`src/rtl/conv_window_sequencer.sv`:
```
// conv_window_sequencer
//   Feeds one flattened pixel window into the multiply_accumulate stage, one
//   pixel/coefficient pair per cycle. It then captures the MAC result, shifts it
//   right and saturates it to pixel width, and hands one output pixel per window
//   downstream.
//
// Ports
//   clk, aresetn              clock, asynchronous active-low reset
//   coef_we/addr/wdata        coefficient bank write (taken only while idle)
//   win_valid/ready/data      window input handshake; tap i at [i*DATA_W +: DATA_W]
//   mac_reset, mac_en         MAC accumulator clear / accumulate strobes
//   mac_data, mac_multi       MAC operands (pixel, coefficient)
//   mac_result, mac_overflow  MAC accumulator value and overflow flag
//   pix_valid/ready/data      output pixel handshake
//   pix_sat                   pix_data was saturated (qualified by pix_valid)
//
// state | meaning
// IDLE  | ready for a window; coefficient writes accepted
// CLEAR | one-cycle mac_reset pulse
// FEED  | KERNEL_LEN cycles of mac_en, one tap per cycle
// DRAIN | MAC_LAT cycles waiting for the MAC; result captured on the last one
// OUT   | pixel presented until pix_ready
module conv_window_sequencer #(
  parameter int DATA_W     = 4,
  parameter int RESULT_W   = 16,
  parameter int KERNEL_LEN = 8,
  parameter int MAC_LAT    = 1,
  parameter int SHIFT      = 3
) (
  input  logic                             clk,
  input  logic                             aresetn,
  input  logic                             coef_we,
  input  logic [$clog2(KERNEL_LEN)-1:0]    coef_addr,
  input  logic [DATA_W-1:0]                coef_wdata,
  input  logic                             win_valid,
  output logic                             win_ready,
  input  logic [KERNEL_LEN*DATA_W-1:0]     win_data,
  output logic                             mac_reset,
  output logic                             mac_en,
  output logic [DATA_W-1:0]                mac_data,
  output logic [DATA_W-1:0]                mac_multi,
  input  logic [RESULT_W-1:0]              mac_result,
  input  logic                             mac_overflow,
  output logic                             pix_valid,
  input  logic                             pix_ready,
  output logic [DATA_W-1:0]                pix_data,
  output logic                             pix_sat
);

  localparam int IDX_W = $clog2(KERNEL_LEN);
  localparam int CNT_W = (MAC_LAT > 1) ? $clog2(MAC_LAT) : 1;
  localparam logic [IDX_W-1:0]    LAST_IDX = IDX_W'(KERNEL_LEN - 1);
  localparam logic [CNT_W-1:0]    LAT_INIT = CNT_W'(MAC_LAT - 1);
  localparam logic [RESULT_W-1:0] PIX_MAX  = RESULT_W'((1 << DATA_W) - 1);

  typedef enum logic [2:0] {
    S_IDLE,
    S_CLEAR,
    S_FEED,
    S_DRAIN,
    S_OUT
  } state_t;

  state_t              state_q, state_d;
  logic [DATA_W-1:0]   coef_q [KERNEL_LEN];
  logic [DATA_W-1:0]   tap_q  [KERNEL_LEN];
  logic [IDX_W-1:0]    idx_q;
  logic [CNT_W-1:0]    lat_cnt_q;
  logic [DATA_W-1:0]   pix_data_q;
  logic                pix_sat_q;

  logic [RESULT_W-1:0] shifted;
  logic                norm_sat;
  logic [DATA_W-1:0]   norm_data;

  assign shifted   = mac_result >> SHIFT;
  assign norm_sat  = mac_overflow || (shifted > PIX_MAX);
  assign norm_data = norm_sat ? '1 : shifted[DATA_W-1:0];

  always_ff @(posedge clk or negedge aresetn) begin
    if (!aresetn) begin
      state_q <= S_IDLE;
    end else begin
      state_q <= state_d;
    end
  end

  always_comb begin
    state_d   = state_q;
    win_ready = 1'b0;
    pix_valid = 1'b0;
    mac_reset = 1'b0;
    mac_en    = 1'b0;
    mac_data  = '0;
    mac_multi = '0;
    case (state_q)
      S_IDLE: begin
        win_ready = 1'b1;
        if (win_valid) state_d = S_CLEAR;
      end
      S_CLEAR: begin
        mac_reset = 1'b1;
        state_d   = S_FEED;
      end
      S_FEED: begin
        mac_en    = 1'b1;
        mac_data  = tap_q[idx_q];
        mac_multi = coef_q[idx_q];
        if (idx_q == LAST_IDX) state_d = S_DRAIN;
      end
      S_DRAIN: begin
        if (lat_cnt_q == '0) state_d = S_OUT;
      end
      S_OUT: begin
        pix_valid = 1'b1;
        if (pix_ready) state_d = S_IDLE;
      end
      default: state_d = S_IDLE;
    endcase
  end

  // Coefficient bank and window latch; both only move while idle, so a write
  // in the accepting cycle lands before the first FEED read.
  always_ff @(posedge clk or negedge aresetn) begin
    if (!aresetn) begin
      for (int i = 0; i < KERNEL_LEN; i++) begin
        coef_q[i] <= '0;
        tap_q[i]  <= '0;
      end
    end else if (state_q == S_IDLE) begin
      if (coef_we && (32'(coef_addr) < KERNEL_LEN)) coef_q[coef_addr] <= coef_wdata;
      if (win_valid) begin
        for (int i = 0; i < KERNEL_LEN; i++) tap_q[i] <= win_data[i*DATA_W +: DATA_W];
      end
    end
  end

  // Tap index (up) and MAC latency timer (down-counter, terminal count 0).
  always_ff @(posedge clk or negedge aresetn) begin
    if (!aresetn) begin
      idx_q     <= '0;
      lat_cnt_q <= '0;
    end else begin
      case (state_q)
        S_CLEAR: begin
          idx_q     <= '0;
          lat_cnt_q <= LAT_INIT;
        end
        S_FEED: idx_q <= (idx_q == LAST_IDX) ? '0 : idx_q + 1'b1;
        S_DRAIN: if (lat_cnt_q != '0) lat_cnt_q <= lat_cnt_q - 1'b1;
        default: ;
      endcase
    end
  end

  // Result is normalised at capture, so pix_data/pix_sat stay frozen in OUT.
  always_ff @(posedge clk or negedge aresetn) begin
    if (!aresetn) begin
      pix_data_q <= '0;
      pix_sat_q  <= 1'b0;
    end else if ((state_q == S_DRAIN) && (lat_cnt_q == '0)) begin
      pix_data_q <= norm_data;
      pix_sat_q  <= norm_sat;
    end
  end

  assign pix_data = pix_data_q;
  assign pix_sat  = pix_sat_q;

endmodule

```
`config.mk`:
```
export PLATFORM = sky130hd
export DESIGN_NAME = conv_window_sequencer
export DESIGN_NICKNAME = d
export VERILOG_FILES = /design/src/rtl/conv_window_sequencer.sv
export SDC_FILE = /design/constraint.sdc
export NUM_CORES = 1
export LEC_CHECK = 0
export CAP_MARGIN = 10
export CORE_MARGIN = 3
export CORE_UTILIZATION = 46
export CTS_CLUSTER_DIAMETER = 40
export DETAILED_ROUTE_END_ITERATION = 10
export PLACE_DENSITY_LB_ADDON = 0.2
export SETUP_SLACK_MARGIN = 0.2
export SLEW_MARGIN = 20
export SYNTH_ARGS = -nofsm -noshare
export SYNTH_HDL_FRONTEND = slang
export SYNTH_SLANG_ARGS = --single-unit
```
`constraint.sdc`:
```
create_clock -name clk -period 1.9 [get_ports clk]
set_input_delay 0.475 -clock clk [delete_from_list [all_inputs] [get_ports clk]]
set_output_delay 0.475 -clock clk [all_outputs]
set_load 0.01 [all_outputs]
```
## Word-level counts from Yosys, hierarchy flattened

Cells that the tools add are included.

| word-level totals | value |
|---|---|
| flip-flop bits (word level) | 76 |
| latch bits | 0 |
| bits in writable memories | 0 |
| bits in read-only memories | 0 |
| output and inout bits | 17 |
| word-level logic and storage cells | 73 |
| memories | 0 |

| cells by class | value |
|---|---|
| add/subtract/negate cells | 2 |
| $mul | 0 |
| divide/modulo/power cells | 0 |
| magnitude comparators | 4 |
| equal/unequal tests | 9 |
| shifts and indexed selects | 0 |
| mux-type cells | 25 |
| bitwise logic cells | 3 |
| reduce and logical (&&, ||, !) cells | 9 |

Operator list:

| kind | count |
|---|---|
| 32-bit bitwise mux | 1 |
| 4-bit two-way mux | 8 |
| 4-bit binary-select mux with 3-bit select | 2 |
| 3-bit two-way mux | 5 |
| 3-bit case mux with 5 select lines | 1 |
| 13-bit by 4-bit greater-than comparator with 1-bit output, second input constant | 1 |
| 4-bit demux with 3-bit select | 1 |
| 4-bit >= comparator, second input constant | 2 |
| 2-bit != test, second input constant | 4 |
| 3-bit NOT with 4-bit output | 2 |
| 3-bit by 2-bit equality test with 1-bit output, second input constant | 2 |
| 3-bit equality test, second input constant | 2 |
| 3-bit case mux with 2 select lines | 1 |
| 1-bit two-way mux | 5 |
| 4-bit by 1-bit < comparator with 1-bit output, second input constant | 1 |
| 2-bit AND reduction | 2 |
| 4-bit AND reduction | 1 |
| 2-bit nonzero test | 2 |
| 3-bit by 1-bit adder with 3-bit output, second input constant | 1 |
| 3-bit by 1-bit equality test with 1-bit output, second input constant | 1 |
| 3-bit zero test | 1 |
| 1-bit logical AND | 2 |
| 1-bit case mux with 2 select lines | 1 |
| 1-bit logical OR | 1 |
| 2 further kinds | 2 |

## Logic depth before layout (Yosys ltp)

Gate-level depths: netlist of run 1.

| logic depth | value |
|---|---|
| word-level depth | 6 |
| mapped depth | 5 |

## Worst setup path after synthesis of run 1

No wires, ideal clock.

| timing | value |
|---|---|
| path type | reg2reg |
| from | register state_q[2] |
| to | register coef_q[12] (netlist name) |
| library setup time | 125 ps |
| data arrival time | 1900 ps |
| slack | -125 ps |
| cell stages (with the launch flop) | 5 |
| path buffers | 1 |
| path through | dfrtp_1 buf_6 or4b_4 or4b_4 mux2_4 |

| between the ends | value |
|---|---|
| longest elaborated chain between the ends | 2 |

RTL lines:

| item | line | source |
|---|---|---|
| from (decl) | 64 | `state_t state_q, state_d;` |
| from (signal assigned) | 84 | `state_q <= state_d;` |
| 3-bit zero test | 130 | `end else if (state_q == S_IDLE) begin` |
| 2-bit AND reduction (no line) | - |  |
| to (signal, indexed assignment) | 131 | `if (coef_we && (32'(coef_addr) < KERNEL_LEN)) coef_q[coef_addr] <= coef_wdata;` |
| to (decl) | 65 | `logic [DATA_W-1:0] coef_q [KERNEL_LEN];` |

Every way passes these cells.
A chain may end at the register's enable or synchronous reset.

## Worst setup path after layout of run 1

| timing | value |
|---|---|
| from | register idx_q[1] |
| to | output port mac_multi[3] |

| between the ends | value |
|---|---|
| longest elaborated chain between the ends | 5 |

RTL lines:

| item | line | source |
|---|---|---|
| from (decl) | 67 | `logic [IDX_W-1:0] idx_q;` |
| from (signal assigned) | 149 | `S_FEED: idx_q <= (idx_q == LAST_IDX) ? '0 : idx_q + 1'b1;` |
| 3-bit NOT with 4-bit output (not written as such) | 108 | `mac_multi = coef_q[idx_q];` |
| 4-bit binary-select mux with 3-bit select | 108 |  |
| 4-bit two-way mux (not written as such) (2 in series) | 108 |  |
| 4-bit two-way mux | 96 | `case (state_q)` |
| to (decl) | 41 | `output logic [DATA_W-1:0] mac_multi,` |

Every way passes these cells. The select of a mux whose other input is x is not followed.

==> results of run 1 <==
[routing by layer]
layer,share of wire,track usage
met1,0.46,0.291
met2,0.49,0.350
met3,0.038,0.0330
met4,0.014,0.0854
met5,0,0
[layout by cell type (no fill, tap or decap), drive strengths merged]
master	instances
a22oi	16
and4b	2
o21ai	1
nor4b	2
inv	2
and3b	1
nor3	3
mux2	64
ha	2
clkinv	1
nor3b	3
buf	64
nor2b	2
clkbuf	14
nand3	2
clkdlybuf4s50	55
nor4	1
nand2	2
dlygate4sd2	6
and2	1
or4b	3
mux2i	33
dfrtp	75
a21o	1
nand3b	2
clkinvlp	1
a22o	3
and3	8
or4	2
bufinv	2
nor2	13
a21oi	4
[area by class of cell]
| class | count | area (um^2) | share of cell area |
|---|---|---|---|
| clock buffers | 12 | 155 | 0.0286 |
| clock inverters | 4 | 72.6 | 0.0134 |
| inverters | 2 | 7.51 | 0.00138 |
| multi-input cells | 171 | 1910 | 0.352 |
| flip-flops and latches | 75 | 1880 | 0.347 |
| well taps | 99 | 124 | 0.0228 |
| repair buffers | 127 | 1270 | 0.235 |
[worst register-to-register path: cells and delay by family, from the launching register on]
kind                   cells  cell delay (ns)
AND/OR/NAND/NOR            2             1.06
flip-flops                 1             0.44
multiplexers               1             0.32
buffers and inverters      1             0.13
[repair_timing]
| action | in CTS | in global routing |
|---|---|---|
| setup buffers | 15 | 11 |
| resized for setup | 134 | 28 |
| pin swaps | 17 | 15 |
| endpoints found under the setup margin | 81 | 72 |
| gates cloned | 3 | 1 |
[stage by stage]
stage | utilization | std cells
2_1_floorplan | - | 262
3_5_place_dp | 0.619 | 444
3_3_place_gp | 0.619 | 444
5_1_grt | 0.740 | 490
6_report | 0.740 | 490
4_1_cts | 0.713 | 478
[logic make-up (layout without fill, tap and decap cells)]
kind of cell	count (synthesis)	count (layout)	share of synthesized area
multiplexers	97	97	0.302
AO/OA/AOI/OAI	25	25	0.0508
buffers and inverters	16	145	0.0231
AND/OR/NAND/NOR	47	47	0.0841
flip-flops	75	75	0.532
adder cells (fa/ha/maj)	2	2	0.00710
[registers in the layout, indices dropped and copies added, names as in the netlist]
register  count
idx_q         3
coef_q       32
pix_data      4
pix_sat       1
tap_q        32
state_q       3
[power groups by stage]
stage	Sequential [uW]	Clock, uW	Combinational [uW]
3_3_place_gp	2760	0	2900
2_1_floorplan	2650	0	2000
6_report	2880	1400	4220
4_1_cts	2830	1420	3860
5_1_grt	2970	1490	4500
3_5_place_dp	2790	0	2960
[worst paths after layout]
check,start,to,cells past startpoint
max,idx_q[1],mac_multi[3],6
min,aresetn,pix_sat,2
max reg2reg,state_q[2],coef_q[15],4
min reg2reg,pix_sat,pix_sat,2
max in group asynchronous,aresetn,idx_q[1],2
min in group clk,pix_sat,pix_sat,2
==> flow_summary_export.csv, run 1 <==
group,metric,value,unit
global_routing,antenna_found_initial,0,
cts,clk_pin_slew_worst_paths,0.07,ns
logic_synthesis,synth-edff-count,0,
power_and_ir_drop,seq_power_share,0.339,
logic_synthesis,postSynth.asyncResetShare,1.00,
logic_synthesis,synth_area,3520,um^2
logic_synthesis,ys_seq_area_frac,0.532,
detailed_routing,drtIter0Drc,153,
cts,cts_htree_levels,3,
place,placed_area,4530,um^2
power_and_ir_drop,p_int,5820,uW
worst_setup_path,r2r_slack,-0.14,ns
cts,clkLatencyLatePin,0.34,ns
die,ios,78,
sta,hold_ws,0.149,ns
sta,slew_headroom,0.729,
detailed_routing,ant_nets,0,
logic_synthesis,ys.flop_type,"dfrtp_1",
cts,ctsHoldBuffers,0,
worst_hold_path,hold_path_class,"input pin to asynchronous set/reset pin",
power_and_ir_drop,switchingPower,2690,uW
worst_setup_path,slowest_stage,"dfrtp_2",
worst_setup_path,crit_type,"register to primary output",
detailed_routing,routed_wl,9190,um
global_routing,grt_use_total,0.216,
die,die_x,93.5,um
logic_synthesis,syn_area_per_cell,13.5,um^2
power_and_ir_drop,clock_power_share,0.165,
worst_setup_path,arrival,1.73,ns
logic_synthesis,ys_top_cells_by_count,"dfrtp_1 (75), mux2_2 (60), mux2i_1 (33), a22oi_1 (16), nor2_1 (13)",
sta,setup_slack,-0.309,ns
finish,fin_area,5430,um^2
logic_synthesis,ys_warn_count,0,
die,design.core.area,7330,um^2
detailed_routing,via_per_inst,5.37,
logic_synthesis,ys_types,31,
sta,hold_viol_final,0,
power_and_ir_drop,power_density,1570,nW/um^2
cts,cts_made_buffers,9,
worst_setup_path,cp-start-kind,"register",
cts,cts-root-buf,"clkbuf_8",
logic_synthesis,synth_seq_cells,75,
power_and_ir_drop,p_leak,0.00244,uW
die,die_h,93.5,um
die,initial_core_util,0.481,
place,numPortBuffers,74,
detailed_routing,via_count,2633,
place,place_ws,-0.510,ns
power_and_ir_drop,p_sw_frac,0.316,
cts,clockBufferDepth,2,
detailed_routing,drc_errors,0,
flow_run,maxCapViolCount,0,
finish,area_growth,53.9,%
status,violations,"negative setup slack",
worst_setup_path,crit_chain,"buf_12 -> buf_16 -> mux2i_2 -> a22oi_1 -> and3_1 -> buf_2",
sta,tightest_slew,0.405,ns
sta,fin_crit,2.21,ns
worst_setup_path,path_buf_inv,3,
sta,period_share,1.16,
logic_synthesis,syn-num-nets,325,
sta,timing.setup.tns,-4.73,ns
place,hpwl,5200,um
finish,drive_gt1_frac,0.445,
logic_synthesis,synth_cells,262,
logic_synthesis,synthTopCellsByArea,"dfrtp_1 (53%), mux2_2 (19%), mux2i_1 (9.4%), a22oi_1 (3.4%), mux2_4 (1.7%)",
logic_synthesis,yosysMostFrequentCell,"dfrtp_1",
sta,maxSlewViolCount,0,
die,rows,31,
power_and_ir_drop,combPwrFrac,0.497,
finish,antenna_cells,0,
cts,cts_tree,"built",
global_routing,grt_pass1_wl,14400,um
worst_setup_path,critPathRequiredTime,1.42,ns
finish,fin_nets,449,
worst_setup_path,cpPeakStageDelay,0.48,ns
cts,cts_sinks,75,
place,gp_congestion,0.760,
die,die_area,8750,um^2
sta,max_clock_freq,0.453,GHz
global_routing,gr-total-overflow,0,
worst_setup_path,cpLargestDelayFamily,"flip-flops",
sta,rsz0062_at_grt,"true",
power_and_ir_drop,finalPower,8510,uW
worst_setup_path,endpoint_kind,"primary output",
detailed_routing,wl_per_cell,18.7,um
global_routing,grt_max_degree,76,
sta,setup_viol,53,
detailed_routing,dr.pass1.iters,4,
global_routing,grt_pass1_vias,2772,
logic_synthesis,synth_top_area_cell,"dfrtp_1",
logic_synthesis,synth_top_area_frac,0.532,
power_and_ir_drop,ir_drop,0.870,mV
status,status,"finished, violations left",
finish,n_fill_cell,472,
worst_setup_path,path_max_fanout,7,
sta,final.setup_skew,0.0101,ns
Power figures use the tool's default switching activity.
==> run 2: changes to the inputs <==
==> constraint.sdc (replaced) <==
create_clock -name clk -period 1.9 [get_ports clk]
set_input_delay 0.475 -clock clk [delete_from_list [all_inputs] [get_ports clk]]
set_output_delay 0.475 -clock clk [all_outputs]
set_load 0.05 [all_outputs]
==> flow_summary_export.csv, run 2 (synthesis gave the netlist of run 1 again) <==
group,metric,value,unit
status,status,"finished, violations left",
status,violations,"negative setup slack",
cts,cts-root-buf,"clkbuf_8",
sta,fin_crit,2.23,ns
worst_setup_path,crit_type,"register to primary output",
sta,final.setup_skew,0.00837,ns
detailed_routing,ant_nets,0,
power_and_ir_drop,finalPower,9390,uW
detailed_routing,dr.pass1.iters,4,
die,die_h,93.5,um
sta,period_share,1.17,
worst_setup_path,endpoint_kind,"primary output",
power_and_ir_drop,ir_drop,1.08,mV
global_routing,gr-total-overflow,0,
global_routing,antenna_found_initial,0,
global_routing,grt_use_total,0.208,
detailed_routing,via_count,2664,
sta,setup_slack,-0.327,ns
sta,tightest_slew,0.555,ns
detailed_routing,wl_per_cell,19.8,um
finish,fin_nets,443,
finish,antenna_cells,0,
finish,layout_commonest_cell,"dfrtp_1",
detailed_routing,via_per_inst,5.50,
cts,cts_tree,"built",
die,die_x,93.5,um
cts,cts_htree_levels,3,
finish,fin_area,5550,um^2
worst_setup_path,cp-start-kind,"register",
sta,max_clock_freq,0.449,GHz
cts,clkLatencyLatePin,0.35,ns
cts,ctsHoldBuffers,0,
die,design.core.area,7330,um^2
detailed_routing,drtIter0Drc,71,
global_routing,grt_pass1_vias,2750,
cts,cts_sinks,75,
sta,maxSlewViolCount,0,
worst_setup_path,critPathRequiredTime,1.42,ns
die,rows,31,
detailed_routing,routed_wl,9570,um
sta,slew_headroom,0.630,
finish,most-common-layout-cells,"dfrtp_1 (74), mux2_4 (55), clkdlybuf4s50_1 (55)",
flow_run,maxCapViolCount,0,
die,ios,78,
global_routing,grt_pass1_wl,13900,um
die,initial_core_util,0.481,
sta,timing.setup.tns,-4.81,ns
global_routing,grt_max_degree,29,
worst_setup_path,path_max_fanout,16,
cts,cts_made_buffers,9,
cts,clockBufferDepth,2,
worst_setup_path,arrival,1.75,ns
place,gp_congestion,0.809,
sta,rsz0062_at_grt,"true",
worst_hold_path,hold_path_class,"input pin to asynchronous set/reset pin",
place,place_ws,-0.540,ns
cts,clk_pin_slew_worst_paths,0.08,ns
place,hpwl,5590,um
finish,area_growth,57.6,%
detailed_routing,drc_errors,0,
sta,setup_viol,36,
sta,hold_viol_final,0,
place,numPortBuffers,74,
finish,drive_gt1_frac,0.457,
place,placed_area,4680,um^2
die,die_area,8750,um^2
power_and_ir_drop,power_density,1690,nW/um^2
power_and_ir_drop,p_leak,0.00246,uW
## run 2: cell count changes in the layout (fill, tap and decap cells not counted), sizes merged
cell,previous run,this run
buf,64,63
clkbuf,14,13
clkinv,1,2
dlygate4sd2,6,1
## run 2: area by class of cell
cell class	count	area, um^2
timing repair buffer	121	1400
tap	99	124
clock buffer	11	131
clock inverter	5	77.6
inverter	2	7.51
multi-input combinational	171	1940
sequential	75	1880
fill	452	1780
## run 2: metrics by stage
stage,hold slack [ns],utilization,cells
finish,0.106,0.758,484
global route,0.119,0.758,484
CTS,0.110,0.726,473
detailed placement,0.489,0.639,442
global placement,0.482,0.639,442
floorplan,0.179,-,262
## run 2: routing by layer
metal / routed length (um) / GRT usage
met1: 3990 / 0.264
met2: 5040 / 0.342
met3: 396 / 0.0442
met4: 138 / 0.0915
met5: 0 / 0
## run 2: power by group
group / internal [uW] / switching [uW] / total (uW) / leakage, uW
sequential: 2360 / 489 / 2850 / 0.000890
clock: 737 / 587 / 1320 / 0.000103
combinational: 3050 / 2170 / 5220 / 0.00146
## run 2: timing repair
item	CTS	global route
buffers inserted	13	9
gates cloned	2	2
pin swaps	9	6
endpoints found under the setup margin	76	76
resized for setup	79	26
## run 2: worst max-delay path: stages (launching register included)
cell	delay, ns
dfrtp_2	0.41
buf_12	0.19
mux2i_2	0.28
a22oi_1	0.12
and3_2	0.25
buf_12	0.15
## run 2: worst paths after layout
| kind | from | endpoint | slack [ns] | cells past startpoint |
|---|---|---|---|---|
| setup / recovery | idx_q[1] | mac_multi[2] | -0.33 | 5 |
| hold / removal | aresetn | pix_data[3] | 0.11 | 1 |
| min in group clk | pix_sat | pix_sat | 0.51 | 2 |
| hold reg to reg | pix_sat | pix_sat | 0.51 | 2 |
| setup reg to reg | state_q[1] | coef_q[13] | -0.21 | 4 |
| max in group asynchronous | aresetn | tap_q[10] | 1.24 | 2 |
